`src/rtl/i2cpwm_pkg.sv`:
```
// -----------------------------------------------------------------------------
// i2cpwm_pkg
// Shared definitions for the I2C register target:
//   - state_t         : protocol FSM states
//   - NUM_REGS        : number of 8-bit duty registers
//   - REG_RESET_TABLE : packed reset values, register n in bits [8n+7:8n]
//   - reg_reset_val() : reset value lookup by register index
// -----------------------------------------------------------------------------
package i2cpwm_pkg;

    localparam int NUM_REGS = 8;
    localparam int PTR_W    = 3;

    typedef enum logic [3:0] {
        ST_IDLE,
        ST_ADDR,
        ST_ADDR_ACK,
        ST_PTR,
        ST_PTR_ACK,
        ST_WDATA,
        ST_WDATA_ACK,
        ST_RDATA,
        ST_RDATA_ACK,
        ST_IGNORE
    } state_t;

    localparam logic [8*NUM_REGS-1:0] REG_RESET_TABLE = {
        8'hFF, 8'hC8, 8'h64, 8'h50, 8'h3C, 8'h28, 8'h14, 8'h01
    };

    function automatic logic [7:0] reg_reset_val(input logic [PTR_W-1:0] idx);
        return REG_RESET_TABLE[{idx, 3'b000} +: 8];
    endfunction

endpackage

```
`src/rtl/i2c_sync_edge.sv`:
```
// -----------------------------------------------------------------------------
// i2c_sync_edge
// Brings one asynchronous bus line into the clk domain through a STAGES-deep
// flop chain and flags its rising and falling edges.
// Ports:
//   i_clk    : system clock
//   i_rst_n  : asynchronous active-low reset (chain presets to 1 = bus idle)
//   i_async  : raw pad input
//   o_level  : synchronized level
//   o_rise   : one-cycle pulse on a 0->1 transition of o_level
//   o_fall   : one-cycle pulse on a 1->0 transition of o_level
// -----------------------------------------------------------------------------
module i2c_sync_edge #(
    parameter int STAGES = 2
) (
    input  logic i_clk,
    input  logic i_rst_n,
    input  logic i_async,
    output logic o_level,
    output logic o_rise,
    output logic o_fall
);

    logic [STAGES-1:0] r_sync;
    logic              r_prev;

    always_ff @(posedge i_clk or negedge i_rst_n) begin
        if (!i_rst_n) begin
            r_sync <= '1;
            r_prev <= 1'b1;
        end else begin
            r_sync <= {r_sync[STAGES-2:0], i_async};
            r_prev <= r_sync[STAGES-1];
        end
    end

    assign o_level = r_sync[STAGES-1];
    assign o_rise  = r_sync[STAGES-1] & ~r_prev;
    assign o_fall  = ~r_sync[STAGES-1] & r_prev;

endmodule

```
`src/rtl/i2c_reg_target.sv`:
```
// -----------------------------------------------------------------------------
// i2c_reg_target
// I2C target exposing eight 8-bit PWM duty registers. A write transaction
// sends a pointer byte followed by data bytes (pointer auto-increments, mod 8);
// a read transaction streams registers from the current pointer. The pointer
// persists between transactions. No clock stretching.
// Ports:
//   clk     : system clock, at least 16x the SCL bit rate
//   rst_n   : asynchronous active-low reset
//   scl_in  : SCL pad input (asynchronous)
//   sda_in  : SDA pad input (asynchronous)
//   sda_oe  : 1 pulls SDA low, 0 releases it
//   values  : register n in bits [8n+7:8n]
//   wr_stb  : one-cycle pulse when a register is written
//   wr_idx  : index of the written register, valid with wr_stb
// -----------------------------------------------------------------------------
module i2c_reg_target
    import i2cpwm_pkg::*;
#(
    parameter logic [6:0] DEV_ADDR    = 7'h42,
    parameter int         SYNC_STAGES = 2
) (
    input  logic        clk,
    input  logic        rst_n,
    input  logic        scl_in,
    input  logic        sda_in,
    output logic        sda_oe,
    output logic [63:0] values,
    output logic        wr_stb,
    output logic [2:0]  wr_idx
);

    logic w_scl;
    logic w_scl_rise;
    logic w_scl_fall;
    logic w_sda;
    logic w_sda_rise;
    logic w_sda_fall;
    logic w_start;
    logic w_stop;
    logic w_bit_in;
    logic w_byte_end;
    logic [7:0] w_rd_byte;

    state_t         r_state;
    logic [3:0]     r_bitcnt;
    logic [7:0]     r_shift;
    logic [PTR_W-1:0] r_ptr;
    logic           r_sda_oe;
    logic           r_wr_stb;
    logic [PTR_W-1:0] r_wr_idx;
    logic           r_mack;
    logic [7:0]     r_regs [NUM_REGS];

    i2c_sync_edge #(.STAGES(SYNC_STAGES)) u_scl_sync (
        .i_clk   (clk),
        .i_rst_n (rst_n),
        .i_async (scl_in),
        .o_level (w_scl),
        .o_rise  (w_scl_rise),
        .o_fall  (w_scl_fall)
    );

    i2c_sync_edge #(.STAGES(SYNC_STAGES)) u_sda_sync (
        .i_clk   (clk),
        .i_rst_n (rst_n),
        .i_async (sda_in),
        .o_level (w_sda),
        .o_rise  (w_sda_rise),
        .o_fall  (w_sda_fall)
    );

    // Both lines see identical synchronizer latency, so an SDA edge while the
    // synchronized SCL is high is a genuine START/STOP condition.
    assign w_start = w_sda_fall & w_scl;
    assign w_stop  = w_sda_rise & w_scl;

    // Receive bit on SCL rise; a byte is complete on the SCL fall after bit 8.
    assign w_bit_in   = w_scl_rise & (r_bitcnt < 4'd8);
    assign w_byte_end = w_scl_fall & (r_bitcnt == 4'd8);

    assign w_rd_byte = r_regs[r_ptr];

    always_ff @(posedge clk or negedge rst_n) begin
        if (!rst_n) begin
            r_state  <= ST_IDLE;
            r_bitcnt <= 4'd0;
            r_shift  <= 8'd0;
            r_ptr    <= '0;
            r_sda_oe <= 1'b0;
            r_wr_stb <= 1'b0;
            r_wr_idx <= '0;
            r_mack   <= 1'b1;
            for (int i = 0; i < NUM_REGS; i++) begin
                r_regs[i] <= reg_reset_val(PTR_W'(i));
            end
        end else begin
            r_wr_stb <= 1'b0;
            if (w_stop) begin
                r_state  <= ST_IDLE;
                r_sda_oe <= 1'b0;
                r_bitcnt <= 4'd0;
            end else if (w_start) begin
                r_state  <= ST_ADDR;
                r_sda_oe <= 1'b0;
                r_bitcnt <= 4'd0;
            end else begin
                case (r_state)
                    ST_ADDR: begin
                        if (w_bit_in) begin
                            r_shift  <= {r_shift[6:0], w_sda};
                            r_bitcnt <= r_bitcnt + 4'd1;
                        end else if (w_byte_end) begin
                            r_bitcnt <= 4'd0;
                            if (r_shift[7:1] == DEV_ADDR) begin
                                r_state  <= ST_ADDR_ACK;
                                r_sda_oe <= 1'b1;
                            end else begin
                                r_state  <= ST_IGNORE;
                            end
                        end
                    end

                    ST_ADDR_ACK: begin
                        // r_shift still holds the address byte; bit 0 is R/W.
                        if (w_scl_fall) begin
                            if (r_shift[0]) begin
                                r_state  <= ST_RDATA;
                                r_shift  <= w_rd_byte;
                                r_sda_oe <= ~w_rd_byte[7];
                                r_ptr    <= r_ptr + 1'b1;
                            end else begin
                                r_state  <= ST_PTR;
                                r_sda_oe <= 1'b0;
                            end
                        end
                    end

                    ST_PTR: begin
                        if (w_bit_in) begin
                            r_shift  <= {r_shift[6:0], w_sda};
                            r_bitcnt <= r_bitcnt + 4'd1;
                        end else if (w_byte_end) begin
                            r_bitcnt <= 4'd0;
                            r_ptr    <= r_shift[PTR_W-1:0];
                            r_state  <= ST_PTR_ACK;
                            r_sda_oe <= 1'b1;
                        end
                    end

                    ST_PTR_ACK: begin
                        if (w_scl_fall) begin
                            r_state  <= ST_WDATA;
                            r_sda_oe <= 1'b0;
                        end
                    end

                    ST_WDATA: begin
                        // Registers change only on a completed byte, so an
                        // aborted byte leaves both registers and ptr intact.
                        if (w_bit_in) begin
                            r_shift  <= {r_shift[6:0], w_sda};
                            r_bitcnt <= r_bitcnt + 4'd1;
                        end else if (w_byte_end) begin
                            r_bitcnt      <= 4'd0;
                            r_regs[r_ptr] <= r_shift;
                            r_wr_stb      <= 1'b1;
                            r_wr_idx      <= r_ptr;
                            r_ptr         <= r_ptr + 1'b1;
                            r_state       <= ST_WDATA_ACK;
                            r_sda_oe      <= 1'b1;
                        end
                    end

                    ST_WDATA_ACK: begin
                        if (w_scl_fall) begin
                            r_state  <= ST_WDATA;
                            r_sda_oe <= 1'b0;
                        end
                    end

                    ST_RDATA: begin
                        // MSB was already driven when the byte was loaded;
                        // each later fall presents the next bit.
                        if (w_scl_rise && (r_bitcnt < 4'd8)) begin
                            r_bitcnt <= r_bitcnt + 4'd1;
                        end else if (w_scl_fall) begin
                            if (r_bitcnt == 4'd8) begin
                                r_bitcnt <= 4'd0;
                                r_sda_oe <= 1'b0;
                                r_state  <= ST_RDATA_ACK;
                            end else begin
                                r_shift  <= {r_shift[6:0], 1'b0};
                                r_sda_oe <= ~r_shift[6];
                            end
                        end
                    end

                    ST_RDATA_ACK: begin
                        if (w_scl_rise) begin
                            r_mack <= w_sda;
                        end else if (w_scl_fall) begin
                            if (!r_mack) begin
                                r_state  <= ST_RDATA;
                                r_shift  <= w_rd_byte;
                                r_sda_oe <= ~w_rd_byte[7];
                                r_ptr    <= r_ptr + 1'b1;
                            end else begin
                                r_state  <= ST_IGNORE;
                            end
                        end
                    end

                    ST_IDLE, ST_IGNORE: begin
                        r_sda_oe <= 1'b0;
                    end

                    default: begin
                        r_state  <= ST_IDLE;
                        r_sda_oe <= 1'b0;
                    end
                endcase
            end
        end
    end

    for (genvar g = 0; g < NUM_REGS; g++) begin : g_values
        assign values[8*g +: 8] = r_regs[g];
    end

    assign sda_oe = r_sda_oe;
    assign wr_stb = r_wr_stb;
    assign wr_idx = r_wr_idx;

endmodule

```
`config.mk`:
```
export PLATFORM = sky130hd
export DESIGN_NAME = i2c_reg_target
export DESIGN_NICKNAME = d
export VERILOG_FILES = /design/src/rtl/i2cpwm_pkg.sv /design/src/rtl/i2c_sync_edge.sv /design/src/rtl/i2c_reg_target.sv
export SDC_FILE = /design/constraint.sdc
export NUM_CORES = 1
export LEC_CHECK = 0
export CAP_MARGIN = 10
export CORE_MARGIN = 2
export CORE_UTILIZATION = 54
export CTS_CLUSTER_DIAMETER = 150
export DETAILED_ROUTE_END_ITERATION = 7
export PLACE_DENSITY = 0.79
export SETUP_SLACK_MARGIN = 0.4
export SYNTH_ARGS = -nofsm -noshare
export SYNTH_HDL_FRONTEND = slang
export SYNTH_SLANG_ARGS = --single-unit
export TNS_END_PERCENT = 10
```
`constraint.sdc`:
```
create_clock -name clk -period 2.9 [get_ports clk]
set_input_delay 0.58 -clock clk [delete_from_list [all_inputs] [get_ports clk]]
set_output_delay 0.58 -clock clk [all_outputs]
set_load 0.01 [all_outputs]
```
==> flow_summary_export.csv, run 1 <==
group,metric,value,unit
status,run_status,"finished, violations left",
status,failed_checks,"design-rule violations",
sta,slew_headroom,55.40,%
min_path,hp-class,"in -> async",
clock_tree,cts_buffers,9,
sta,finalSetupViolations,0,
final_layout,area_growth,22.84,%
global_routing,grt_overflow,0,
global_routing,grt_max_degree,37,
final_layout,regArea,0.002417,mm2
global_routing,antenna_found_initial,0,
floorplan,row_count,34,
synth,yosysSeqAreaShare,50.33,%
placed_design,pre_cts_ws,0.1896,ns
power_and_ir_drop,power_frac_clock,36.7,%
routing,via_per_inst,6.237,
power_and_ir_drop,p_leak,0.002493,uW
synth,async_flop_share,100.0,%
clock_tree,cts_tree,"done",
clock_tree,ctsHoldBuffers,0,
routing,routed_wl,12.61,mm
final_layout,layout_commonest_cell,"mux2_2",
sta,fin_worst_skew,0.01136,ns
floorplan,fp.coreArea,0.008678,mm2
floorplan,die_w,98.32,um
synth,yosysWarnings,0,
final_layout,multi_input_area,0.002238,mm2
worst_setup_path,worstSetupStartpointType,"flop",
sta,final_max_slew_viol_count,0,
clock_tree,cts_max_level,3,
routing,antenna_left,0,
synth,yosysTopAreaCell,"dfrtp_1",
floorplan,ios,73,
worst_setup_path,crit_arrival,2.80,ns
routing,routed-via-count,3605,
synth,netlist_area,0.004803,mm2
clock_tree,clk_transition_reported_paths,0.10,ns
synth,synth_area_leaders,"dfrtp_1 (33%), dfstp_2 (18%), mux2_2 (17%), mux2i_1 (4.0%), mux4_2 (3.8%)",
power_and_ir_drop,powerDensity,424.9,mW/mm2
final_layout,final_nets,472,
sta,whs,0.1569,ns
power_and_ir_drop,p_seq_share,56.3,%
placed_design,io_buffers,72,
final_layout,diodes,0,
sta,period_share,87.24,%
power_and_ir_drop,internal_power,1822,uW
placed_design,hpwlAfterDp,8.695,mm
synth,syn_inst,391,
sta,fin_crit,2.530,ns
final_layout,layout-drive-gt1-share,35.96,%
worst_setup_path,crit_fanout,11,
final_layout,fillers,644,
clock_tree,cts_num_sinks,95,
final_layout,mostFrequentLayoutCells,"mux2_2 (74), clkdlybuf4s50_1 (71), dfrtp_1 (63), dfstp_2 (32)",
sta,tns,0,ns
synth,synth_top_area_share,32.82,%
power_and_ir_drop,peakVddDrop,0.2802,mV
power_and_ir_drop,pwr-share-comb,7.0,%
clock_tree,insertion_delay,0.38,ns
floorplan,start_util,55.35,%
synth,ys_types,59,
synth,syn-num-nets,398,
worst_setup_path,worst_ep_required_time,3.17,ns
power_and_ir_drop,switching_share,27.34,%
flow_run,cap_violations,0,
global_routing,grt_pass1_wl,20.54,mm
sta,fin_ws,0.3699,ns
placed_design,gp_congestion,0.9427,
routing,first_pass_iters,7,
routing,drt-initial-drc-count,252,
synth,synth_edf_count,0,
sta,hold_violations,0,
routing,drc,1,
global_routing,grt_use_total,27.21,%
synth,syn_area_per_cell,12.28,um2
power_and_ir_drop,power_switching,685.5,uW
synth,ys.flop_type,"dfrtp_1",
clock_tree,clk_path_buf_depth,2,
sta,tightest_slew,0.6673,ns
routing,routedWlPerCell,21.82,um
floorplan,chipHeight,98.32,um
synth,synth-seq-cells,95,
floorplan,die_area,0.009666,mm2
sta,rsz0062_at_grt,"yes",
worst_setup_path,path_class,"reg -> reg",
sta,fmax,395.2,MHz
global_routing,first_global_vias,3724,
clock_tree,clockRootBuffer,"clkbuf_8",
worst_setup_path,setup.worst_path.end_class,"flop",
## power by group through the flow
stage | Clock, uW | Sequential, uW | Combinational [uW]
after floorplan | 0 | 1380 | 139
after global placement | 0 | 1430 | 169
after detailed placement | 0 | 1430 | 172
after CTS | 929 | 1410 | 174
after global routing | 986 | 1420 | 190
final | 921 | 1410 | 174
## metal layers
metal  global-route usage [%]  vias to the layer above  share of wire, %
met3                    3.722                       10               5.1
met4                    8.641                        0               1.2
met5                        0                        -                 0
met2                    44.11                      137                50
met1                    38.37                     1872                44
li1                         -                     1586                 -
## sequential cells by signal, indices dropped and copies added, names as in the netlist, 2 cells and up
register,cells
r_ptr,3
r_bitcnt,4
r_shift,8
wr_idx,3
u_scl_sync.r_sync,2
u_sda_sync.r_sync,2
r_state,4
values,64
## worst max-delay path: stages (launching register included)
cell and delay [ns]:
dfrtp_1 0.50, buf_4 0.23, nor4b_2 0.58, a22o_1 0.37
a31oi_2 0.12, nand3_2 0.25, mux2_2 0.37
## cells by family after synthesis
logic type      share of synthesized area (%)
compound gates                          9.717
xor+xnor                               0.9119
fa+ha+maj                              0.7815
buf+inv                                 3.230
flops                                   50.33
mux                                     25.06
simple gates                            9.976
## metrics by stage
| stage | power (uW) | utilization (%) | area [um2] | cells |
|---|---|---|---|---|
| after floorplan | 1523 | - | 4803 | 391 |
| after global placement | 1601 | 65.04 | 5644 | 557 |
| after detailed placement | 1606 | 65.04 | 5644 | 557 |
| after CTS | 2511 | 67.81 | 5884 | 577 |
| after global routing | 2592 | 67.99 | 5901 | 578 |
| final | 2507 | 67.99 | 5901 | 578 |
## path summary, 6_finish.rpt
kind	from	to	slack, ns	cells past startpoint
max	r_state[2]	r_shift[5]	0.37	6
min	rst_n	values[15]	0.16	1
max reg2reg	r_state[2]	r_shift[5]	0.37	6
min reg2reg	u_sda_sync.r_sync[0]	u_sda_sync.r_sync[1]	0.36	0
max in group asynchronous	rst_n	values[26]	1.98	2
min in group clk	u_sda_sync.r_sync[0]	u_sda_sync.r_sync[1]	0.36	0
## final cells by class
class / instances / share of cell area, %
sequential: 95 / 40.97
multi-input combinational: 257 / 37.93
timing repair buffer: 90 / 14.53
tap: 108 / 2.290
clock buffer: 9 / 2.099
clock inverter: 7 / 1.378
inverter: 12 / 0.8058
## cells in the mapped netlist (8+ instances only)
| cell type | instances |
|---|---|
| mux2_2 | 74 |
| dfrtp_1 | 63 |
| dfstp_2 | 32 |
| mux2i_1 | 19 |
| nand2_1 | 19 |
| nor2_1 | 19 |
| clkbuf_1 | 16 |
| inv_1 | 11 |
| a21oi_1 | 10 |
| o21ai_0 | 9 |
| mux4_2 | 8 |
| nor3_1 | 8 |
## repair_timing
item / 4_1_cts / 5_1_grt
resized for setup: 2 / 3
setup endpoints to repair: 37 / 60
buffers inserted: 4 / 1
pin swaps: 2 / 2
Power figures use the tool's default switching activity.
==> inputs of run 2 (changes only) <==
- ABC_CLOCK_PERIOD_IN_PS: unset -> 2900
==> results of run 2 <==
Same layout as run 1: the final DEF is identical, and so are final timing and power.
